<file path="config.mk">
export PLATFORM = sky130hd
export DESIGN_NAME = rhs_cmd_sequencer
export DESIGN_NICKNAME = d
export VERILOG_FILES = /design/src/rtl/rhs_cmd_sequencer.sv
export SDC_FILE = /design/constraint.sdc
export NUM_CORES = 1
export LEC_CHECK = 0
export BUFFER_PORTS_ARGS = -buffer_cell sky130_fd_sc_hd__buf_4
export CELL_PAD_IN_SITES_DETAIL_PLACEMENT = 0
export CELL_PAD_IN_SITES_GLOBAL_PLACEMENT = 1
export CORE_AREA = 10 10 121 134
export DETAILED_ROUTE_END_ITERATION = 10
export DIE_AREA = 0 0 131 144
export GPL_TIMING_DRIVEN = 0
export PLACE_DENSITY = 0.83
export SETUP_SLACK_MARGIN = 0.3
export SLEW_MARGIN = 20
export SYNTH_ARGS = -nofsm -noshare
export SYNTH_HDL_FRONTEND = slang
export SYNTH_SLANG_ARGS = --single-unit
</file>
<file path="constraint.sdc">
create_clock -name clk -period 2.4 [get_ports clk]
set_input_delay 0 -clock clk [delete_from_list [all_inputs] [get_ports clk]]
set_output_delay 0 -clock clk [all_outputs]
set_load 0.02 [all_outputs]
</file>
<file path="src/rtl/rhs_cmd_sequencer.sv">
// Command sequencer for the RHS SPI master: issues repeating CONVERT/AUX frames
// and returns each result word tagged with the slot whose command produced it.
module rhs_cmd_sequencer #(
    parameter int          NUM_CHANNELS   = 16,
    parameter logic [31:0] AUX_CMD0       = 32'hFF00_0000,
    parameter logic [31:0] AUX_CMD1       = 32'hFF00_0000,
    parameter int          TIMEOUT_CYCLES = 1023
) (
    input  logic        clk,
    input  logic        rstn,
    input  logic        enable,
    output logic        spi_start,
    output logic [31:0] spi_data_in,
    input  logic [31:0] spi_data_out,
    input  logic        spi_done,
    output logic [31:0] sample_data,
    output logic [5:0]  sample_tag,
    output logic        sample_valid,
    input  logic        sample_ready,
    output logic        frame_done,
    output logic [15:0] frame_count,
    output logic        overflow,
    output logic        timeout_err,
    output logic        active
);

    localparam int         FRAME_LEN = NUM_CHANNELS + 2;
    localparam logic [5:0] NCH       = 6'(NUM_CHANNELS);
    localparam logic [5:0] LAST_SLOT = 6'(FRAME_LEN - 1);
    localparam int         TW        = $clog2(TIMEOUT_CYCLES + 2) + 1;

    typedef enum logic [2:0] {
        IDLE,
        ISSUE,
        WAIT_DONE,
        CAPTURE,
        RELEASE
    } state_t;

    state_t        state, next_state;
    logic [5:0]    slot, next_slot;
    logic [1:0]    prime;
    logic [TW-1:0] tcount;
    logic [TW-1:0] elapsed;
    logic [31:0]   result;
    logic [6:0]    tag_sum;
    logic [5:0]    capture_tag;
    logic          timed_out;

    function automatic logic [31:0] slot_cmd(input logic [5:0] s);
        if (s < NCH)
            return {2'b00, 8'h00, s, 16'h0000};
        else if (s == NCH)
            return AUX_CMD0;
        else
            return AUX_CMD1;
    endfunction

    // tcount is zero in the first WAIT_DONE cycle, which is already two cycles past the start edge
    assign elapsed     = tcount + TW'(2);
    assign tag_sum     = {1'b0, slot} + 7'(FRAME_LEN - 2);
    assign capture_tag = (tag_sum >= 7'(FRAME_LEN)) ? 6'(tag_sum - 7'(FRAME_LEN)) : tag_sum[5:0];
    assign spi_start   = (state == ISSUE);
    assign active      = (state != IDLE);

    always_comb begin
        next_state = state;
        next_slot  = slot;
        timed_out  = 1'b0;
        case (state)
            IDLE: begin
                if (enable) begin
                    next_state = ISSUE;
                    next_slot  = 6'd0;
                end
            end
            ISSUE: next_state = WAIT_DONE;
            WAIT_DONE: begin
                if (spi_done) begin
                    next_state = CAPTURE;
                end else if (elapsed >= TW'(TIMEOUT_CYCLES)) begin
                    next_state = IDLE;
                    timed_out  = 1'b1;
                end
            end
            CAPTURE: next_state = RELEASE;
            RELEASE: begin
                // a frame, once started, always runs to its last slot
                if (!spi_done) begin
                    if (slot == LAST_SLOT) begin
                        next_slot  = 6'd0;
                        next_state = enable ? ISSUE : IDLE;
                    end else begin
                        next_slot  = slot + 6'd1;
                        next_state = ISSUE;
                    end
                end
            end
            default: next_state = IDLE;
        endcase
    end

    always_ff @(posedge clk) begin
        if (!rstn) begin
            state        <= IDLE;
            slot         <= 6'd0;
            prime        <= 2'd0;
            tcount       <= '0;
            result       <= 32'd0;
            spi_data_in  <= 32'd0;
            sample_data  <= 32'd0;
            sample_tag   <= 6'd0;
            sample_valid <= 1'b0;
            frame_done   <= 1'b0;
            frame_count  <= 16'd0;
            overflow     <= 1'b0;
            timeout_err  <= 1'b0;
        end else begin
            state      <= next_state;
            slot       <= next_slot;
            frame_done <= 1'b0;

            if (state == IDLE && next_state == ISSUE)
                prime <= 2'd0;
            // command word is set up one cycle ahead so it is stable when start rises
            if (next_state == ISSUE)
                spi_data_in <= slot_cmd(next_slot);
            if (state == ISSUE)
                tcount <= '0;
            else if (state == WAIT_DONE)
                tcount <= tcount + TW'(1);
            if (state == WAIT_DONE && spi_done)
                result <= spi_data_out;
            if (timed_out)
                timeout_err <= 1'b1;

            if (sample_valid && sample_ready)
                sample_valid <= 1'b0;

            // the first two results after leaving IDLE belong to commands issued before it
            if (state == CAPTURE) begin
                if (prime < 2'd2) begin
                    prime <= prime + 2'd1;
                end else if (sample_valid && !sample_ready) begin
                    overflow <= 1'b1;
                end else begin
                    sample_data  <= result;
                    sample_tag   <= capture_tag;
                    sample_valid <= 1'b1;
                end
                if (slot == LAST_SLOT) begin
                    frame_done  <= 1'b1;
                    frame_count <= frame_count + 16'd1;
                end
            end
        end
    end

endmodule

</file>
# Word-level counts from Yosys, hierarchy flattened
# Cells that the tools add are included.
# totals
regBits	145
inputBits	37
elab_cells	69
# op_classes
add_sub_neg	7
magnitude_cmp	4
n_eq_ne	6
n_mux	24
bitwise	3
reduce_logical	12
# ops
cell	count
32-bit 2-to-1 mux	1
6-bit 2-to-1 mux	4
16-bit by 1-bit adder with 16-bit output, second input constant	1
3-bit one-hot mux with 5 select lines	1
12-bit by 1-bit adder with 12-bit output, second input constant	1
12-bit by 2-bit adder with 12-bit output, second input constant	1
12-bit by 10-bit >= comparator with 1-bit output, second input constant	1
3-bit 2-to-1 mux	4
6-bit one-hot mux with 2 select lines	1
1-bit 2-to-1 mux	10
6-bit by 5-bit adder with 7-bit output, second input constant	1
7-bit by 5-bit >= comparator with 1-bit output, second input constant	1
6-bit by 1-bit adder with 6-bit output, second input constant	1
3-bit by 1-bit == test with 1-bit output, second input constant	2
3-bit by 2-bit == test with 1-bit output, second input constant	2
6-bit by 5-bit == test with 1-bit output, second input constant	1
6-bit by 5-bit < comparator with 1-bit output, second input constant	1
2-bit 2-to-1 mux	3
3-bit AND reduction	2
6-bit by 5-bit subtractor with 6-bit output, second input constant	1
1-bit logical AND	4
2-bit AND reduction	2
3-bit == test, second input constant	1
3-bit zero test	1
other kinds (6)	8

# Depth between registers and ports, before layout
# Gate-level depths: netlist (run 1).
# depth
word_depth	10
depth_mapped	8
mapped_depth_nobuf	7

# Worst setup path after synthesis (run 1)
# No wires, ideal clock.
# synth_path
path_type	reg2reg
startpoint	reg state[2]
endpoint	reg tcount[0]
setup_time_ns	0.128
t_arrival_ns	1.656
t_required_ns	2.272
path_slack_ns	0.616
path_stages_with_launch	6
path_buffers	2
synth_period_minus_slack_ns	1.784
cell_sequence	dfxtp_1 > clkbuf_1 > nor3b_1 > nand2b_1 > clkbuf_1 > nor2_1
# synth_via
elab_chain_cells	2
elab_cells_between_ends	3
# synth_lines
element	line	source
start: declaration	40	state_t state, next_state;
start signal: assignment	119	state <= next_state;
3-bit by 1-bit == test with 1-bit output	-	
named net spi_start	12	output logic spi_start,
2-bit OR reduction (no source line)	-	
end signal: assignment	131	tcount <= tcount + TW'(1);
end: declaration	43	logic [TW-1:0] tcount;
# The timed path passes the listed nets, and every way through them passes these cells.
# A chain may end at the register's enable or synchronous reset.

# Worst setup path in the final report (run 1)
# layout_path
startpoint	reg state[2]
endpoint	reg spi_data_in[30]
# layout_via
elab_chain_cells	4
elab_cells_between_ends	14
# layout_lines
element	line	source
3-bit == test (tied with other cells)	70	case (state)
6-bit one-hot mux with 2 select lines or 3-bit 2-to-1 mux (tied branches)	70, 79	
6-bit by 5-bit < comparator with 1-bit output or 3-bit one-hot mux with 5 select lines (tied branches)	51, 70	
32-bit 2-to-1 mux or 3-bit by 1-bit == test with 1-bit output (tied branches)	51, 126	
end signal: assignment	127	spi_data_in <= slot_cmd(next_slot);
end: declaration	13	output logic [31:0] spi_data_in,
# Several ways; a longest one is shown, not always the timed one.

==> out/results.ini, run 1 <==
[outcome]
status = finished clean

[cts]
h-tree-depth = 4
clockBufferDepth = 2
clkSlewWorstSetupHoldPaths_ps = 60
root_buffer = clkbuf_16
cts-buffers-inserted = 17
cts_tree = yes
clkSinkCount = 120
post-cts-setup-buffers = 0
clkLatencyLatePin_ps = 410

[cells_and_area]
antenna_cells = 0
final_cell_mix = nand2_1 (154), buf_4 (136), dfxtp_1 (120), a21oi_1 (85)
layout-area-overhead-vs-synth_pct = 40.8
seq_area_sq_um = 2400
drive_above_1_share_pct = 22.6
nFillCells = 1248
layout.nets = 857
multiInputGateArea_sq_um = 2390
mostFrequentLayoutCell = nand2_1

[route]
firstDrtPassIters = 5
ant_nets = 0
routed_wl_microns = 13800
vias = 4654
wl_per_cell_microns = 13.7
drt_iter0_drc = 223
vias_per_cell = 4.62
drc_errors = 0

[pwr]
power.leakage_nw = 2.93
ir_drop_v = 0.000481
total_power_mw = 5.02
p_per_area_nw_per_um2 = 695

[yosys]
synth-simple-area-share_pct = 24.5
syn_area_sq_um = 5120
ys_ff_latch = 120
synth_compound_area_share_pct = 12.9
postSynth.asyncResetShare_pct = 0
synth-xor-area-share_pct = 4.79
synth_top_family_by_area = simple AND/OR/NAND/NOR gates
synth_warnings = 0
ys_types = 48
synth_edf_count = 0
synth_mux_area_share_pct = 0
syn_inst = 627
synthAdderAreaFrac_pct = 2.93
seq_area_frac_synth_pct = 46.9
synth_top_flop_cell = dfxtp_1
avgSynthCellArea_sq_um = 8.17

[sta]
fin_crit_sh_pct = 80.3
setup_viol = 0
relSlewSlack_pct = 61.7
fin_skew_ps = 8.09
fin_setup_tns_ps = 0
fin_crit_ps = 1930
slew_viol_final = 0
fmax_ghz = 0.519
worst_pin_slew_ps = 575
grt_setup_unrepaired = no
timing_hold_violations_final = 0
setup_slack_ps = 474

[critical_path]
path_class = reg -> reg
max_stage_delay_ps = 390
worstSetupEndpointType = flop
cp-start-kind = flop
path_cells = clkbuf_1 > nor2b_1 > o21ai_1 > nor2_1 > nand4_2 > o211a_1
required_ps = 2700
critPathArrivalTime_ps = 2230
slowest_stage = nor2_1
path_max_fanout = 10

[die]
core_sq_um = 13600
die_w_microns = 131
io-pin-count = 129
row_count = 45
die_y_microns = 144
initial_core_util_pct = 37.8
dieArea_sq_um = 18900

[global_routing]
antenna_found_initial = 0
gr-total-overflow = 0
grt_max_degree = 17
grt_pass1_wl_microns = 22100
track_usage_pct = 14.7
grt_pass1_vias = 4524

[place]
place_ws_ps = 415
io_buffers = 110
place.gp.congestion = 0.799
dp_hpwl_microns = 10100

[worst_hold_path]
hold_class = in -> reg

[job]
cap_viol_max_count = 0

-- state kept, by name, indices dropped and copies added (netlist names) --
register	flops
overflow	1
sample_valid	1
tcount	12
spi_data_in	7
frame_done	1
state	3
sample_data	32
frame_count	16
result	32
sample_tag	6
slot	6
timeout_err	1
prime	2
-- Yosys cell counts (7+ instances only) --
cell	count	area, sq um
nand3_1	12	60.1
and3_1	7	43.8
or3_1	9	56.3
buf_4	26	195
xor2_1	11	96.3
inv_1	17	63.8
xnor2_1	17	149
o21ai_0	11	55.1
nor2_1	35	131
clkbuf_1	27	101
dfxtp_1	120	2400
nand2_1	154	578
a21oi_1	85	425
ha_1	12	150
nor3_1	7	35.0
buf_2	7	35.0
-- per-stage QoR --
stage | util [%] | hold slack (ps) | area (sq um) | instances
after global placement | 46.1 | 250 | 6250 | 942
after global routing | 53.2 | 149 | 7220 | 1007
final | 53.2 | 151 | 7220 | 1007
after CTS | 53.1 | 135 | 7200 | 1007
after detailed placement | 46.1 | 254 | 6250 | 942
after floorplan | - | 121 | 5190 | 644
-- final cells by class --
type | instances | area share, %
repair buffers | 145 | 16.3
multi-input cells | 446 | 33.2
well taps | 188 | 3.26
clock buffers | 21 | 6.66
flip-flops and latches | 120 | 33.3
inverters | 17 | 0.884
plain buffers | 61 | 4.75
clock inverters | 9 | 1.70
-- worst max-delay path, delay by kind of cell (launching register included) --
family,cells,cell delay [ps]
AND/OR/NAND/NOR,3,830
flip-flops,1,360
buffers and inverters,1,320
AO/OA/AOI/OAI,2,310
-- timing repair --
item	4_1_cts	5_1_grt
setup endpoints to repair	0	22
gates resized for setup	0	2
endpoints found under the hold margin	39	0
hold buffers	35	0
-- where the power goes --
| group | internal, mW | total [mW] | switching (mW) |
|---|---|---|---|
| sequential | 2.03 | 2.05 | 0.0258 |
| combinational | 0.182 | 0.392 | 0.210 |
| clock | 1.72 | 2.57 | 0.856 |
-- logic make-up after synthesis --
logic type	count (synthesis)
adder cells (fa/ha/maj)	12
flip-flops	120
AO/OA/AOI/OAI	119
AND/OR/NAND/NOR	269
buffers and inverters	78
XOR/XNOR	28
other	1
-- path summary, 6_finish.rpt --
kind	to	slack [ps]	depth (start not counted)	start
worst max register to register	spi_data_in[30]$_SDFFE_PN0N_	470	6	state[2]$_SDFF_PN0_
worst max-delay path	spi_data_in[30]$_SDFFE_PN0N_	470	6	state[2]$_SDFF_PN0_
worst min register to register	sample_data[29]$_SDFFE_PN0P_	450	2	result[29]$_SDFFE_PN0P_
worst min-delay path	slot[4]$_SDFF_PN0_	150	5	spi_done
-- metal layers --
metal  wire, microns  GRT usage [%]
met3            1050           5.27
met1            5950           17.1
met5               0              0
met4             150           5.39
met2            6640           24.1
Power figures use the tool's default switching activity.
==> inputs of run 2 (changes only) <==
--- a/config.mk
+++ b/config.mk
@@ -5,14 +5,15 @@
 export SDC_FILE = /design/constraint.sdc
 export NUM_CORES = 1
 export LEC_CHECK = 0
+export ABC_AREA = 1
 export BUFFER_PORTS_ARGS = -buffer_cell sky130_fd_sc_hd__buf_4
 export CELL_PAD_IN_SITES_DETAIL_PLACEMENT = 0
 export CELL_PAD_IN_SITES_GLOBAL_PLACEMENT = 1
-export CORE_AREA = 10 10 121 134
+export CORE_AREA = 10 10 132 146
 export DETAILED_ROUTE_END_ITERATION = 10
-export DIE_AREA = 0 0 131 144
+export DIE_AREA = 0 0 142 156
 export GPL_TIMING_DRIVEN = 0
-export PLACE_DENSITY = 0.83
+export PLACE_DENSITY = 0.78
 export SETUP_SLACK_MARGIN = 0.3
 export SLEW_MARGIN = 20
 export SYNTH_ARGS = -nofsm -noshare
==> constraint.sdc (replaced) <==
create_clock -name clk -period 1.54 [get_ports clk]
set_input_delay 0 -clock clk [delete_from_list [all_inputs] [get_ports clk]]
set_output_delay 0 -clock clk [all_outputs]
set_load 0.02 [all_outputs]
==> run 2 against run 1 <==
Effect of this change:
- the flow now finishes with violations (negative hold slack)
- sequential cell count unchanged
- clock skew about the same
- cell count up 20%
- hold slack worse by 270 ps
- highest routed layer unchanged
==> out/results.ini, run 2 <==
[outcome]
status = complete, but fails checks
violations = negative hold slack

[yosys]
seq_area_frac_synth_pct = 44.0
yosys.area.top_type = dfxtp_1
synth_edf_count = 0
synth_warnings = 0
ys_types = 37
ys_ff_latch = 120
synthTopCellsByArea = dfxtp_1 (44%), nor2_1 (13%), nand2_1 (7.8%), o21ai_0 (6.1%), inv_1 (3.9%)
syn_area_sq_um = 5460
avgSynthCellArea_sq_um = 7.29
synth_top_area_share_pct = 44.0
postSynth.asyncResetShare_pct = 0
synth_commonest_cells = nor2_1 (182), dfxtp_1 (120), nand2_1 (113)
yosysMostFrequentCell = nor2_1
synth_top_flop_cell = dfxtp_1
syn_inst = 748

[global_routing]
antenna_found_initial = 0
track_usage_pct = 14.8
grt_max_degree = 17
grt_pass1_vias = 5423
grt_pass1_wl_microns = 26900
gr-total-overflow = 0

[die]
initial_core_util_pct = 33.7
core_sq_um = 16200
dieArea_sq_um = 22200
die_y_microns = 156
io-pin-count = 129
row_count = 49
die_w_microns = 142

[sta]
timing_hold_violations_final = 2
setup_viol = 0
relSlewSlack_pct = 49.7
slew_viol_final = 0
worst_pin_slew_ps = 754
fin_crit_sh_pct = 97.3
fmax_ghz = 0.668
fin_setup_tns_ps = 0
fin_skew_ps = 7.66
fin_hold_ws_ps = -123
fin_crit_ps = 1500
grt_setup_unrepaired = yes

[job]
cap_viol_max_count = 0

[place]
io_buffers = 110
place.gp.congestion = 0.778
dp_cells = 1079
dp_hpwl_microns = 11100

[critical_path]
path_class = reg -> reg
critPathArrivalTime_ps = 1810
path_max_fanout = 4
worstSetupEndpointType = flop
required_ps = 1850
cp-start-kind = flop

[route]
vias = 5588
firstDrtPassIters = 5
wl_per_cell_microns = 14.6
drc_errors = 0
routed_wl_microns = 17700
drt_iter0_drc = 194
vias_per_cell = 4.63
ant_nets = 0

[cells_and_area]
antenna_cells = 0
reg.largest.list = result (32), sample_data (32), frame_count (16)
layout.nets = 1040
final_cell_mix = buf_4 (159), nor2_1 (113), dfxtp_1 (97), nand2_1 (83), nor2_4 (47)
stdcell_count = 1208
drive_above_1_share_pct = 48.9
layout-area-overhead-vs-synth_pct = 73.0
mostFrequentLayoutCell = buf_4

[pwr]
power.leakage_nw = 4.09
ir_drop_v = 0.000718
p_per_area_nw_per_um2 = 862

[cts]
cts_tree = yes
clkLatencyLatePin_ps = 420
clkSlewWorstSetupHoldPaths_ps = 60
clkSinkCount = 120
root_buffer = clkbuf_16
clockBufferDepth = 2
h-tree-depth = 4
cts-buffers-inserted = 17

[worst_hold_path]
hold_class = in -> reg

[run 2: cell count changes after synthesis, sizes merged, moves of 6 or more]
cell / previous run / this run
a21oi: 85 / 29
and3: 7 / 0
o21ai: 13 / 76
xnor2: 17 / 3
or3: 9 / 0
clkbuf: 27 / 14
nand3: 13 / 42
inv: 17 / 64
nand2: 154 / 120
o2bb2ai: 6 / 0
nor2: 35 / 195
[run 2: worst paths after layout]
| kind | from | end | slack (ps) | cells after the start |
|---|---|---|---|---|
| setup / recovery | state[1]$_SDFF_PN0_ | tcount[9]$_SDFFE_PP0P_ | 40 | 10 |
| hold / removal | sample_ready | sample_valid$_SDFF_PN0_ | -120 | 4 |
| setup reg to reg | state[1]$_SDFF_PN0_ | tcount[9]$_SDFFE_PP0P_ | 40 | 10 |
| hold reg to reg | spi_data_in[20]$_SDFFE_PN0N_ | spi_data_in[20]$_SDFFE_PN0N_ | 430 | 2 |
[run 2: routing by layer]
| layer | global-route usage [%] | part of all wire, % | routed length, microns |
|---|---|---|---|
| met5 | 0 | 0 | 0 |
| met4 | 5.16 | 1.7 | 295 |
| met3 | 5.39 | 6.3 | 1110 |
| met2 | 24.5 | 50 | 8900 |
| met1 | 17.2 | 42 | 7380 |
[run 2: cell type report]
| cell class | instances | area (sq um) |
|---|---|---|
| buffer | 52 | 494 |
| clock buffer | 17 | 425 |
| clock inverter | 15 | 118 |
| fill | 1408 | 6750 |
| inverter | 65 | 305 |
| multi-input combinational | 528 | 3440 |
| sequential | 120 | 2450 |
| tap | 204 | 255 |
| timing repair buffer | 207 | 1950 |
[run 2: power by group]
part	total, mW	switching [mW]	internal [mW]
Sequential	3.29	0.0977	3.19
Clock	3.67	1.59	2.08
Combinational	1.18	0.608	0.574
[run 2: worst max-delay path, cell delays in order, from the launching register on]
cell and delay (ps):
dfxtp_2 330, inv_2 50, nor2_4 150, nand2_4 90
buf_12 140, nor2_4 150, nand2_4 100, nor2_4 120
nand2_1 70, xor2_1 130, nor2_1 50
[run 2: timing repair]
| item | 4_1_cts | 5_1_grt |
|---|---|---|
| hold buffers | 35 | 1 |
| setup endpoints to repair | 111 | 124 |
| setup buffers | 36 | 11 |
| cloned | 9 | 5 |
| resized for setup | 186 | 189 |
| pin swaps | 54 | 91 |
| hold endpoints to repair | 41 | 8 |
[run 2: stage by stage]
| step | setup WS, ps | power [mW] | hold WS, ps | util (%) | instance area, sq um |
|---|---|---|---|---|---|
| 5_1_grt | -75.4 | 8.44 | -127 | 58.3 | 9440 |
| 3_3_place_gp | -29.3 | 4.01 | 221 | 41.3 | 6690 |
| 6_report | 42.3 | 8.14 | -123 | 58.3 | 9440 |
| 4_1_cts | 71.6 | 7.97 | -124 | 53.4 | 8650 |
| 3_5_place_dp | -54.8 | 4.01 | 226 | 41.3 | 6690 |
| 2_1_floorplan | 174 | 3.77 | 135 | - | 5610 |
[run 2: logic make-up after synthesis]
group / share of synthesized area, %
buffers and inverters: 11.1
xor gates and xnor gates: 2.09
DFF: 44.0
and+or+nand+nor: 29.7
other: 0.0687
adders and majority gates: 2.75
AOI/OAI and AO/OA: 10.3
==> inputs of run 3 (changes only) <==
--- a/config.mk
+++ b/config.mk
@@ -9,11 +9,11 @@
 export BUFFER_PORTS_ARGS = -buffer_cell sky130_fd_sc_hd__buf_4
 export CELL_PAD_IN_SITES_DETAIL_PLACEMENT = 0
 export CELL_PAD_IN_SITES_GLOBAL_PLACEMENT = 1
-export CORE_AREA = 10 10 132 146
+export CORE_AREA = 10 10 121 134
 export DETAILED_ROUTE_END_ITERATION = 10
-export DIE_AREA = 0 0 142 156
+export DIE_AREA = 0 0 131 144
 export GPL_TIMING_DRIVEN = 0
-export PLACE_DENSITY = 0.78
+export PLACE_DENSITY = 0.88
 export SETUP_SLACK_MARGIN = 0.3
 export SLEW_MARGIN = 20
 export SYNTH_ARGS = -nofsm -noshare
==> constraint.sdc (replaced) <==
create_clock -name clk -period 1.9 [get_ports clk]
set_input_delay 0 -clock clk [delete_from_list [all_inputs] [get_ports clk]]
set_output_delay 0 -clock clk [all_outputs]
set_load 0.02 [all_outputs]
==> run 3 against run 2 <==
Effect of this change:
- the flow now finishes without violations
- cell count fell by 5.3%
- non-clock buffer count fell by 47
- largest power group unchanged
- register-to-register slack better by 320 ps
- clock power shrank 12%
- sequential cell count did not move
- total power decreased by 20%
- count of clock-buffer cells in the layout up 2
- routed wire length fell by 17%
- maximum frequency shrank 2.8%
- critical endpoint is now spi_data_in[30]$_SDFFE_PN0N_
- highest routed layer unchanged
==> out/results.ini, run 3 (synthesized netlist as in run 2, its figures left out) <==
[outcome]
status = finished clean

[sta]
fin_setup_tns_ps = 0
timing_hold_violations_final = 0
slew_viol_final = 0
fmax_ghz = 0.649
worst_pin_slew_ps = 506
fin_crit_ps = 1540
setup_viol = 0
relSlewSlack_pct = 66.2
fin_crit_sh_pct = 81.1
grt_setup_unrepaired = yes
fin_skew_ps = 7.51

[global_routing]
grt_max_degree = 17
antenna_found_initial = 0
grt_pass1_vias = 5080
track_usage_pct = 16.0
gr-total-overflow = 0
grt_pass1_wl_microns = 24400

[critical_path]
r2r-start = slot[1]$_SDFF_PN0_
path_cells = buf_4 > ha_2 > nand3_2 > nor2_2 > nand2_1 > nand3_2 > nand2_2 > nor2_4 > nand2_1 > nand2_1 > inv_1
critPathArrivalTime_ps = 1850
path_buf_inv = 2
r2r_cells = 11
critical_path.top_delay_family = simple AND/OR/NAND/NOR gates
worstSetupEndpointType = flop
r2r-end = spi_data_in[30]$_SDFFE_PN0N_
slowest_stage = dfxtp_4
path_class = reg -> reg
required_ps = 2210
path_common_cell = nand2_1
max_stage_delay_ps = 380
cp-startpoint = slot[1]$_SDFF_PN0_
cp-start-kind = flop
path_max_fanout = 5
reg2reg_slack_ps = 360

[cells_and_area]
antenna_cells = 0
fin_util_pct = 57.6
nFillCells = 1287
reg.largest.list = result (32), sample_data (32), frame_count (16)
multiInputGateArea_sq_um = 2600
drive_above_1_share_pct = 27.9
layout.nets = 993
seq_area_sq_um = 2420
layout-area-overhead-vs-synth_pct = 43.2
final_cell_mix = nor2_1 (169), buf_4 (147), dfxtp_1 (114), nand2_1 (110), o21ai_0 (65)
mostFrequentLayoutCell = nor2_1

[cts]
clockBufferDepth = 2
root_buffer = clkbuf_16
clkSinkCount = 120
clkLatencyLatePin_ps = 420
cts_tree = yes
h-tree-depth = 4
clkSlewWorstSetupHoldPaths_ps = 60
cts-buffers-inserted = 17

[route]
vias = 5131
firstDrtPassIters = 4
vias_per_cell = 4.49
drt_iter0_drc = 239
routed_wl_microns = 14600
ant_nets = 0
wl_per_cell_microns = 12.8
drc_errors = 0

[worst_hold_path]
hold_class = in -> reg
holdPathEnd = result[5]$_SDFFE_PN0P_
min_path_cells = 4
hold_start = spi_data_out[5]

[pwr]
ir_drop_v = 0.000519
power.leakage_nw = 3.62
p_per_area_nw_per_um2 = 831

[die]
dieArea_sq_um = 18900
core_sq_um = 13600
initial_core_util_pct = 40.2
row_count = 45
die_w_microns = 131
io-pin-count = 129
die_y_microns = 144

[place]
dp_hpwl_microns = 10500
place.gp.congestion = 0.854
io_buffers = 110

[job]
cap_viol_max_count = 0

## run 3: metal layers
layer / global-route usage, % / vias to the layer above / wire (microns) / share of wire (%)
met1: 18.6 / 2282 / 6400 / 44
met2: 26.0 / 115 / 6900 / 47
met3: 6.63 / 13 / 1170 / 8.0
li1: - / 2721 / - / -
met4: 5.45 / 0 / 133 / 0.91
met5: 0 / - / 0 / 0
## run 3: layout make-up
type | count | area share (%)
Buffer | 52 | 4.82
Clock buffer | 19 | 5.67
Clock inverter | 12 | 1.95
Inverter | 65 | 3.28
Multi-Input combinational cell | 528 | 33.3
Sequential cell | 120 | 31.0
Tap cell | 188 | 3.01
Timing Repair Buffer | 160 | 17.0
## run 3: tightest hold or removal path: stages
cell and delay [ps]:
dlygate4sd3_1 520, buf_4 100, nor2_1 30, nor2_1 80
## run 3: how the worst max path moves through the flow
| stage | cells past startpoint | end |
|---|---|---|
| finish | 11 | spi_data_in[30]$_SDFFE_PN0N_ |
| global route | 11 | spi_data_in[30]$_SDFFE_PN0N_ |
| CTS | 10 | frame_count[7]$_SDFFE_PN0P_ |
| detailed placement | 14 | sample_tag[3]$_SDFFE_PN0P_ |
| global placement | 14 | sample_tag[1]$_SDFFE_PN0P_ |
| floorplan | 14 | sample_tag[3]$_SDFFE_PN0P_ |
## run 3: per-stage QoR
stage / cells / power (mW) / worst slack, ps / hold WS [ps] / cell area (sq um)
after global placement: 1063 / 3.23 / 4.00 / 221 / 6580
after CTS: 1134 / 6.53 / 302 / 331 / 7580
final: 1144 / 6.49 / 359 / 350 / 7810
after detailed placement: 1063 / 3.24 / 31.7 / 227 / 6580
after global routing: 1144 / 6.75 / 224 / 352 / 7810
after floorplan: 765 / 3.04 / 327 / 135 / 5520
## run 3: where the power goes
| group | internal, mW | total, mW | switching (mW) | leakage (nW) |
|---|---|---|---|---|
| logic | 0.269 | 0.619 | 0.350 | 2.38 |
| registers | 2.59 | 2.64 | 0.0513 | 0.973 |
| clock network | 2.08 | 3.23 | 1.15 | 0.269 |
## run 3: what timing repair did
| item | in CTS | in global routing |
|---|---|---|
| buffers inserted | 4 | 9 |
| hold buffers | 36 | 0 |
| gates cloned | 0 | 1 |
| hold endpoints to repair | 39 | 0 |
| setup endpoints to repair | 23 | 64 |
| gates resized for setup | 7 | 59 |
| pin swaps | 2 | 10 |
